--- src/rtl/mem_arbiter_pkg.sv ---
// rtl/mem_arbiter_pkg.sv - shared types, strobe constants and alignment rule for mem_arbiter
package mem_arbiter_pkg;

  typedef enum logic [1:0] {
    OWN_NONE = 2'd0,
    OWN_D    = 2'd1,
    OWN_I    = 2'd2
  } owner_t;

  localparam logic [3:0] WSTRB_READ = 4'h0;
  localparam logic [3:0] WSTRB_WORD = 4'hF;
  localparam logic [3:0] WSTRB_HALF_LO = 4'h3;
  localparam logic [3:0] WSTRB_HALF_HI = 4'hC;

  // Word reads/writes need a 4-byte aligned address, halfword strobes a 2-byte one.
  function automatic logic is_misaligned(input logic [1:0] lsb, input logic [3:0] wstrb);
    logic bad;
    bad = 1'b0;
    if (wstrb == WSTRB_READ || wstrb == WSTRB_WORD) begin
      bad = (lsb != 2'b00);
    end else if (wstrb == WSTRB_HALF_LO || wstrb == WSTRB_HALF_HI) begin
      bad = lsb[0];
    end
    return bad;
  endfunction

endpackage

--- src/rtl/mem_arbiter_starve_ctr.sv ---
// rtl/mem_arbiter_starve_ctr.sv - saturating count of data wins while fetch waits
module mem_arbiter_starve_ctr #(
  parameter int MAX = 4
) (
  input  logic clk,
  input  logic ck_rst,
  input  logic inc_i,
  input  logic clr_i,
  output logic sat_o
);

  localparam int W = $clog2(MAX + 1);

  logic [W-1:0] cnt_q;
  logic [W-1:0] cnt_d;

  // Clear wins over increment; increment stops at MAX.
  always_comb begin
    cnt_d = cnt_q;
    if (clr_i) begin
      cnt_d = '0;
    end else if (inc_i && (cnt_q != W'(MAX))) begin
      cnt_d = cnt_q + 1'b1;
    end
  end

  // Counter state register.
  always_ff @(posedge clk or negedge ck_rst) begin
    if (!ck_rst) begin
      cnt_q <= '0;
    end else begin
      cnt_q <= cnt_d;
    end
  end

  assign sat_o = (cnt_q == W'(MAX));

endmodule

--- src/rtl/mem_arbiter.sv ---
// rtl/mem_arbiter.sv - fetch/load-store arbiter for the shared BRAM (optional MEM_ARBITER_ALIGN_CHECK_EN)
module mem_arbiter
  import mem_arbiter_pkg::*;
#(
  parameter int ADDR_W     = 16,
  parameter int DATA_W     = 32,
  parameter int STARVE_MAX = 4
) (
  input  logic              clk,
  input  logic              ck_rst,
  input  logic              d_req_valid,
  output logic              d_req_ready,
  input  logic [ADDR_W-1:0] d_req_addr,
  input  logic [3:0]        d_req_wstrb,
  input  logic [DATA_W-1:0] d_req_wdata,
  output logic              d_resp_valid,
  output logic [DATA_W-1:0] d_resp_rdata,
  input  logic              i_req_valid,
  output logic              i_req_ready,
  input  logic [ADDR_W-1:0] i_req_addr,
  output logic              i_resp_valid,
  output logic [DATA_W-1:0] i_resp_rdata,
  output logic              ram_en,
  output logic [3:0]        ram_we,
  output logic [ADDR_W-3:0] ram_addr,
  output logic [DATA_W-1:0] ram_wdata,
  input  logic [DATA_W-1:0] ram_rdata,
  output logic              err_misalign
);

  logic        sat;
  logic        fetch_win;
  logic        data_win;
  logic        i_fire;
  logic        d_fire;
  logic        d_misalign;
  logic        d_ram_fire;
  owner_t      owner_d;
  owner_t      owner_q;
  logic        err_d;
  logic        err_q;
  logic [DATA_W-1:0] d_rdata_now;
  logic [DATA_W-1:0] d_rdata_q;
  logic [DATA_W-1:0] i_rdata_q;
  logic        unused_addr_lsbs;

  assign unused_addr_lsbs = ^{i_req_addr[1:0], d_req_addr[1:0]};

`ifdef MEM_ARBITER_ALIGN_CHECK_EN
  assign d_misalign = is_misaligned(d_req_addr[1:0], d_req_wstrb);
`else
  assign d_misalign = 1'b0;
`endif

  // Fixed data priority, except fetch takes one slot once the starvation count saturates.
  always_comb begin
    fetch_win = ck_rst && i_req_valid && (!d_req_valid || sat);
    data_win  = ck_rst && d_req_valid && !fetch_win;
  end

  assign i_req_ready = fetch_win;
  assign d_req_ready = data_win;
  assign i_fire      = i_req_valid && i_req_ready;
  assign d_fire      = d_req_valid && d_req_ready;
  // A misaligned data access is acknowledged but never reaches the BRAM.
  assign d_ram_fire  = d_fire && !d_misalign;

  // BRAM drive follows the winner of this cycle.
  always_comb begin
    ram_en    = i_fire || d_ram_fire;
    ram_we    = d_ram_fire ? d_req_wstrb : 4'h0;
    ram_addr  = i_fire ? i_req_addr[ADDR_W-1:2] : d_req_addr[ADDR_W-1:2];
    ram_wdata = d_req_wdata;
  end

  // Tag the cycle's grant so next cycle's BRAM data is routed to its owner.
  always_comb begin
    owner_d = OWN_NONE;
    if (i_fire) begin
      owner_d = OWN_I;
    end else if (d_fire) begin
      owner_d = OWN_D;
    end
    err_d = d_fire && d_misalign;
  end

  mem_arbiter_starve_ctr #(
    .MAX(STARVE_MAX)
  ) u_starve_ctr (
    .clk   (clk),
    .ck_rst(ck_rst),
    .inc_i (d_fire && i_req_valid),
    .clr_i (i_fire || !i_req_valid),
    .sat_o (sat)
  );

  assign d_rdata_now = err_q ? '0 : ram_rdata;

  // Response owner and hold registers; the non-owner keeps its last delivered word.
  always_ff @(posedge clk or negedge ck_rst) begin
    if (!ck_rst) begin
      owner_q   <= OWN_NONE;
      err_q     <= 1'b0;
      d_rdata_q <= '0;
      i_rdata_q <= '0;
    end else begin
      owner_q <= owner_d;
      err_q   <= err_d;
      if (owner_q == OWN_D) begin
        d_rdata_q <= d_rdata_now;
      end
      if (owner_q == OWN_I) begin
        i_rdata_q <= ram_rdata;
      end
    end
  end

  assign d_resp_valid = (owner_q == OWN_D);
  assign i_resp_valid = (owner_q == OWN_I);
  assign d_resp_rdata = (owner_q == OWN_D) ? d_rdata_now : d_rdata_q;
  assign i_resp_rdata = (owner_q == OWN_I) ? ram_rdata : i_rdata_q;
  assign err_misalign = err_q;

endmodule

--- config.mk ---
export PLATFORM = sky130hd
export DESIGN_NAME = mem_arbiter
export DESIGN_NICKNAME = d
export VERILOG_FILES = /design/src/rtl/mem_arbiter_pkg.sv /design/src/rtl/mem_arbiter_starve_ctr.sv /design/src/rtl/mem_arbiter.sv
export SDC_FILE = /design/constraint.sdc
export NUM_CORES = 1
export LEC_CHECK = 0
export CELL_PAD_IN_SITES_DETAIL_PLACEMENT = 2
export CELL_PAD_IN_SITES_GLOBAL_PLACEMENT = 2
export CORE_MARGIN = 2
export CORE_UTILIZATION = 21
export CTS_BUF_LIST = sky130_fd_sc_hd__clkbuf_8
export DETAILED_ROUTE_END_ITERATION = 12
export GPL_ROUTABILITY_DRIVEN = 0
export PLACE_DENSITY = 0.8
export SLEW_MARGIN = 20
export SYNTH_ARGS = -nofsm -noshare
export SYNTH_HDL_FRONTEND = slang
export SYNTH_SLANG_ARGS = --single-unit
--- constraint.sdc ---
create_clock -name clk -period 2.18 [get_ports clk]
set_input_delay 0.218 -clock clk [delete_from_list [all_inputs] [get_ports clk]]
set_output_delay 0.218 -clock clk [all_outputs]
set_load 0.05 [all_outputs]
After elaboration in Yosys (flattened, before gate mapping)
Index checks and enable logic that the tools add are counted.
Operators by class
  eq/ne operators: 4
  reduce and logical (&&, ||, !) cells: 15
  $add $sub $neg: 1
  multiplexer cells: 8
Operator list (number)
  two-way mux 32 bit: 2
  two-way mux 14 bit: 1
  logical AND 1 bit: 8
  two-way mux 3 bit: 2
  two-way mux 4 bit: 1
  adder 3 x 1 -> 3 bit (second input constant): 1
  == test 3 bit (second input constant): 1
  zero test 1 bit: 3
  logical OR 1 bit: 3
  inequality test 3 bit (second input constant): 1
  == test 2 x 1 -> 1 bit (second input constant): 1
  == test 2 bit (second input constant): 1
  two-way mux 2 bit: 1
  nonzero test 2 bit: 1
  two-way mux 1 bit: 1
Storage, ports and cells
  output and inout port bits: 120
  logic and storage cells: 32
  input port bits: 104
  flip-flop bits (word level): 69

Depth between registers and ports, before layout
  word-level depth: 10
  mapped depth: 6
  depth with buffers taken out: 5

Modules after synthesis
A second synthesis with hierarchy kept.
Second synthesis, totals
  cell total of the unflattened synthesis: 224
  area, all modules: 3193.1 µm²
By module, submodules not included
  mem_arbiter: sequential area each 1651.6 µm², times used 1, area an instance 3000.4 µm², cells each 206
  mem_arbiter_starve_ctr: sequential area each 75.1 µm², times used 1, area an instance 192.7 µm², cells each 18

Least setup slack after synthesis
Ideal clock, no wire load.
  kind: register -> output
  start: reg u_starve_ctr.cnt_q[0]
  end: out ram_we[0]
  data arrival time: 2.215 ns
  data required time: 1.962 ns
  buffers on the path: 0
  slack: -0.253 ns
  stages on the path, launching flop included: 5
  cell sequence: dfrtp_1 inv_1 ha_1 a31oi_1 and2_1
Between the ends
  cells in the longest elaborated chain, start to end: 7
Ends and longest elaborated chain
  start, declared: RTL line mem_arbiter_starve_ctr.sv:14  | logic [W-1:0] cnt_q;
  start signal, assigned: RTL line mem_arbiter_starve_ctr.sv:32  | cnt_q <= cnt_d;
  == test 3 bit: RTL line mem_arbiter_starve_ctr.sv:36  | assign sat_o = (cnt_q == W'(MAX));
  logical OR 1 bit: RTL line mem_arbiter.sv:57  | fetch_win = ck_rst && i_req_valid && (!d_req_valid || sat);
  logical AND 1 bit: RTL line mem_arbiter.sv:57
  zero test 1 bit: RTL line mem_arbiter.sv:58  | data_win = ck_rst && d_req_valid && !fetch_win;
  logical AND 1 bit: RTL line mem_arbiter.sv:58
  via d_req_ready: RTL line mem_arbiter.sv:12  | output logic d_req_ready,
  logical AND 1 bit: RTL line mem_arbiter.sv:64  | assign d_fire = d_req_valid && d_req_ready;
  two-way mux 4 bit: RTL line mem_arbiter.sv:71  | ram_we = d_ram_fire ? d_req_wstrb : 4'h0;
  end, declared: RTL line mem_arbiter.sv:24  | output logic [3:0] ram_we,
The timed path passes the listed nets, and every way through them passes these cells.

Worst setup path in the final report
  start: reg u_starve_ctr.cnt_q[1]
  end: out ram_addr[0]
Between the ends
  cells in the longest elaborated chain, start to end: 5
Ends and longest elaborated chain
  == test 3 bit: RTL line mem_arbiter_starve_ctr.sv:36
  logical OR 1 bit: RTL line mem_arbiter.sv:57
  logical AND 1 bit: RTL line mem_arbiter.sv:57
  logical AND 1 bit: RTL line mem_arbiter.sv:63  | assign i_fire = i_req_valid && i_req_ready;
  two-way mux 14 bit: RTL line mem_arbiter.sv:72  | ram_addr = i_fire ? i_req_addr[ADDR_W-1:2] : d_req_addr[ADDR_W-1:2];
  end, declared: RTL line mem_arbiter.sv:25  | output logic [ADDR_W-3:0] ram_addr,
No other way between the ends.

==> metrics.txt <==
run status complete, no violations; max-slew violation count 0; most common cell after layout, fill and taps aside dfrtp_1; # rows 44; Inserted Clock Buffers 9; maximum clock rate approximately 470 MHz; Area Overhead vs Synth 70.9%; # clock sinks between 60 and 70; Post-Syn Area around 0.0032 mm^2; Die Wd around 130 um; slew margin rel. around two fifths; GR Overflow Total 0; Worst Path Buf+Inv 3; I/O Buffers roughly 150; Clock transition at path regs 0.08 ns; worst path cell trace inv_2 -> ha_4 -> a21boi_4 -> nor2_4 -> buf_12 -> mux2_4 -> buf_8; critical path's slowest cell dfrtp_1; Die H 126 um; DR pass1 iterations 4; area occupied by multi-input gates ~0.0011 mm^2; Worst-Margin Slew between 0.8 and 0.9 ns; die area approximately 0.016 mm^2; CTS Buffer Depth 2; Startpoint Class register; Synth warnings 0; layout cells sized above 1 a little under three fifths; critical setup path kind register to primary output; largest net degree at the start of global routing 67; Hold Vio Cnt, Final 0; Post-Syn Instances between 200 and 250; Crit path max-delay family flip-flops; vias in the first global route between 2,000 and 3,000; NumNets Final 465; Inserted Diodes 0; register area share after synthesis 54.8%; WL/cell approximately 18 um; Critical Path RT between 1.5 and 2 ns; register area 0.00173 mm^2; Detailed Route Iter0 Violations 31; fillcell total around 1,400; TritonCTS clock tree done; crit path capture type primary output; via count 2,293; number of H-tree levels 3; setup TNS 0 ns; Seq cells post-synth 69; Cells after DPL 524; Initial Util 21.6%; fin util 36.9%; unrepaired setup endpoints after global routing yes; Worst VDD drop just under 400 uV; Design Power a little over 0.005 W; Routed Antenna Nets 0; commonest non-fill, non-tap cells in the layout dfrtp_1 (69), clkdlybuf4s50_1 (66), mux2_2 (64); DRT Wirelength a little under 10,000 um; max cap viols 0; Pleak around 2.4 nW; post-DR vias/cell approximately 4.2; clk_skew between 0.01 and 0.015 ns; Critical Path AT 1.89 ns; DPL Wire Length between 7000 and 8000 um; Pwr Density between 900 and 1000 mW/mm^2; worst-path maximum fanout 8; final cell count without fillers between 500 and 600; hold crit path type primary input to asynchronous set/reset pin; syn_nets between 300 and 400; initial antenna violation count 0; Worst path max stage delay 0.40 ns; Root Buffer clkbuf_8; core area approximately 0.015 mm^2; final cycle utilization of the critical path 96.7%; # DRC 0; # IOs approximately 220; Synth cell types 22; GRT Total Usage between 10% and 20%; endpoints failing setup 0; synthesized area per cell between 10 and 15 um^2; first-pass GRT wire length approximately 15,000 um; worst skew pair latency 0.36 ns; Final min period ~2.1 ns
-- worst paths after layout --
check | start | to | depth (start not counted) | slack, ns
max | u_starve_ctr.cnt_q[1] | ram_addr[0] | 7 | 0.07
min | ck_rst | i_rdata_q[11] | 2 | 0.10
max reg2reg | owner_q[1] | d_rdata_q[24] | 3 | 0.83
min reg2reg | d_rdata_q[12] | d_rdata_q[12] | 1 | 0.50
max in group asynchronous | ck_rst | d_rdata_q[7] | 2 | 1.46
min in group clk | ck_rst | u_starve_ctr.cnt_q[1] | 3 | 0.19
-- where the power goes --
group | switching, W | internal (W)
logic | 0.00137 | 0.00103
clock network | 0.000517 | 0.000676
registers | 0.0000573 | 0.00151
total | 0.00194 | 0.00322
-- state kept, by name, summed over array words and instances, names as in the netlist --
| signal | count |
|---|---|
| owner_q | 2 |
| u_starve_ctr.cnt_q | 3 |
| i_rdata_q | 32 |
| d_rdata_q | 32 |
-- repair_timing --
item	in CTS	in global routing
buffers inserted	4	2
hold buffers	1	0
resized for setup	9	20
hold endpoints to repair	3	0
gates cloned	1	0
pin swaps	2	3
setup endpoints to repair	14	11
-- cell type report --
type,instances,area share (%)
repair buffers,169,37.9
well taps,184,4.28
inverters,4,0.279
clock inverters,6,1.60
multi-input cells,106,21.3
clock buffers,10,2.56
flip-flops and latches,69,32.1
-- synth_stat cells --
cell type | count | area (um^2)
nor2_1 | 3 | 11.3
a21boi_0 | 3 | 22.5
buf_2 | 8 | 40.0
nor2_4 | 1 | 11.3
o21ai_0 | 1 | 5.00
mux2_2 | 69 | 777
buf_12 | 1 | 20.0
nor2b_1 | 1 | 6.26
nor3b_1 | 1 | 7.51
mux2_4 | 9 | 135
a31oi_1 | 2 | 12.5
a21boi_4 | 1 | 18.8
nand4b_1 | 1 | 8.76
ha_1 | 2 | 25.0
and2_1 | 4 | 25.0
dfrtp_1 | 69 | 1730
nand3_1 | 2 | 10.0
conb_1 | 1 | 3.75
nand2_1 | 4 | 15.0
nand2b_1 | 1 | 6.26
buf_4 | 33 | 248
inv_1 | 4 | 15.0
-- cells by family after synthesis --
| logic type | Yosys count | share of synthesized area (%) |
|---|---|---|
| buffers and inverters | 46 | 10.2 |
| AO/OA/AOI/OAI | 7 | 1.87 |
| multiplexers | 78 | 29.0 |
| AND/OR/NAND/NOR | 18 | 3.22 |
| flip-flops | 69 | 54.8 |
| other | 1 | 0.119 |
| adder cells (fa/ha/maj) | 2 | 0.794 |
-- per-layer routing --
layer | up-vias | track usage (%) | routed length [um]
li1 | 996 | - | -
met1 | 1140 | 13.3 | 3420
met2 | 130 | 21.7 | 5060
met3 | 27 | 5.40 | 984
met4 | 0 | 4.78 | 221
met5 | - | 0 | 0
-- through the flow --
stage	hold WS [ns]	setup WS [ns]	instance area [um^2]
after floorplan	-0.0776	0.138	3160
after global placement	0.0374	0.169	4980
after detailed placement	0.0428	0.157	4980
after CTS	0.153	-0.0316	5310
after global routing	0.168	-0.0340	5390
final	0.101	0.0715	5390
Note: power is estimated with default switching activity, not from simulation.
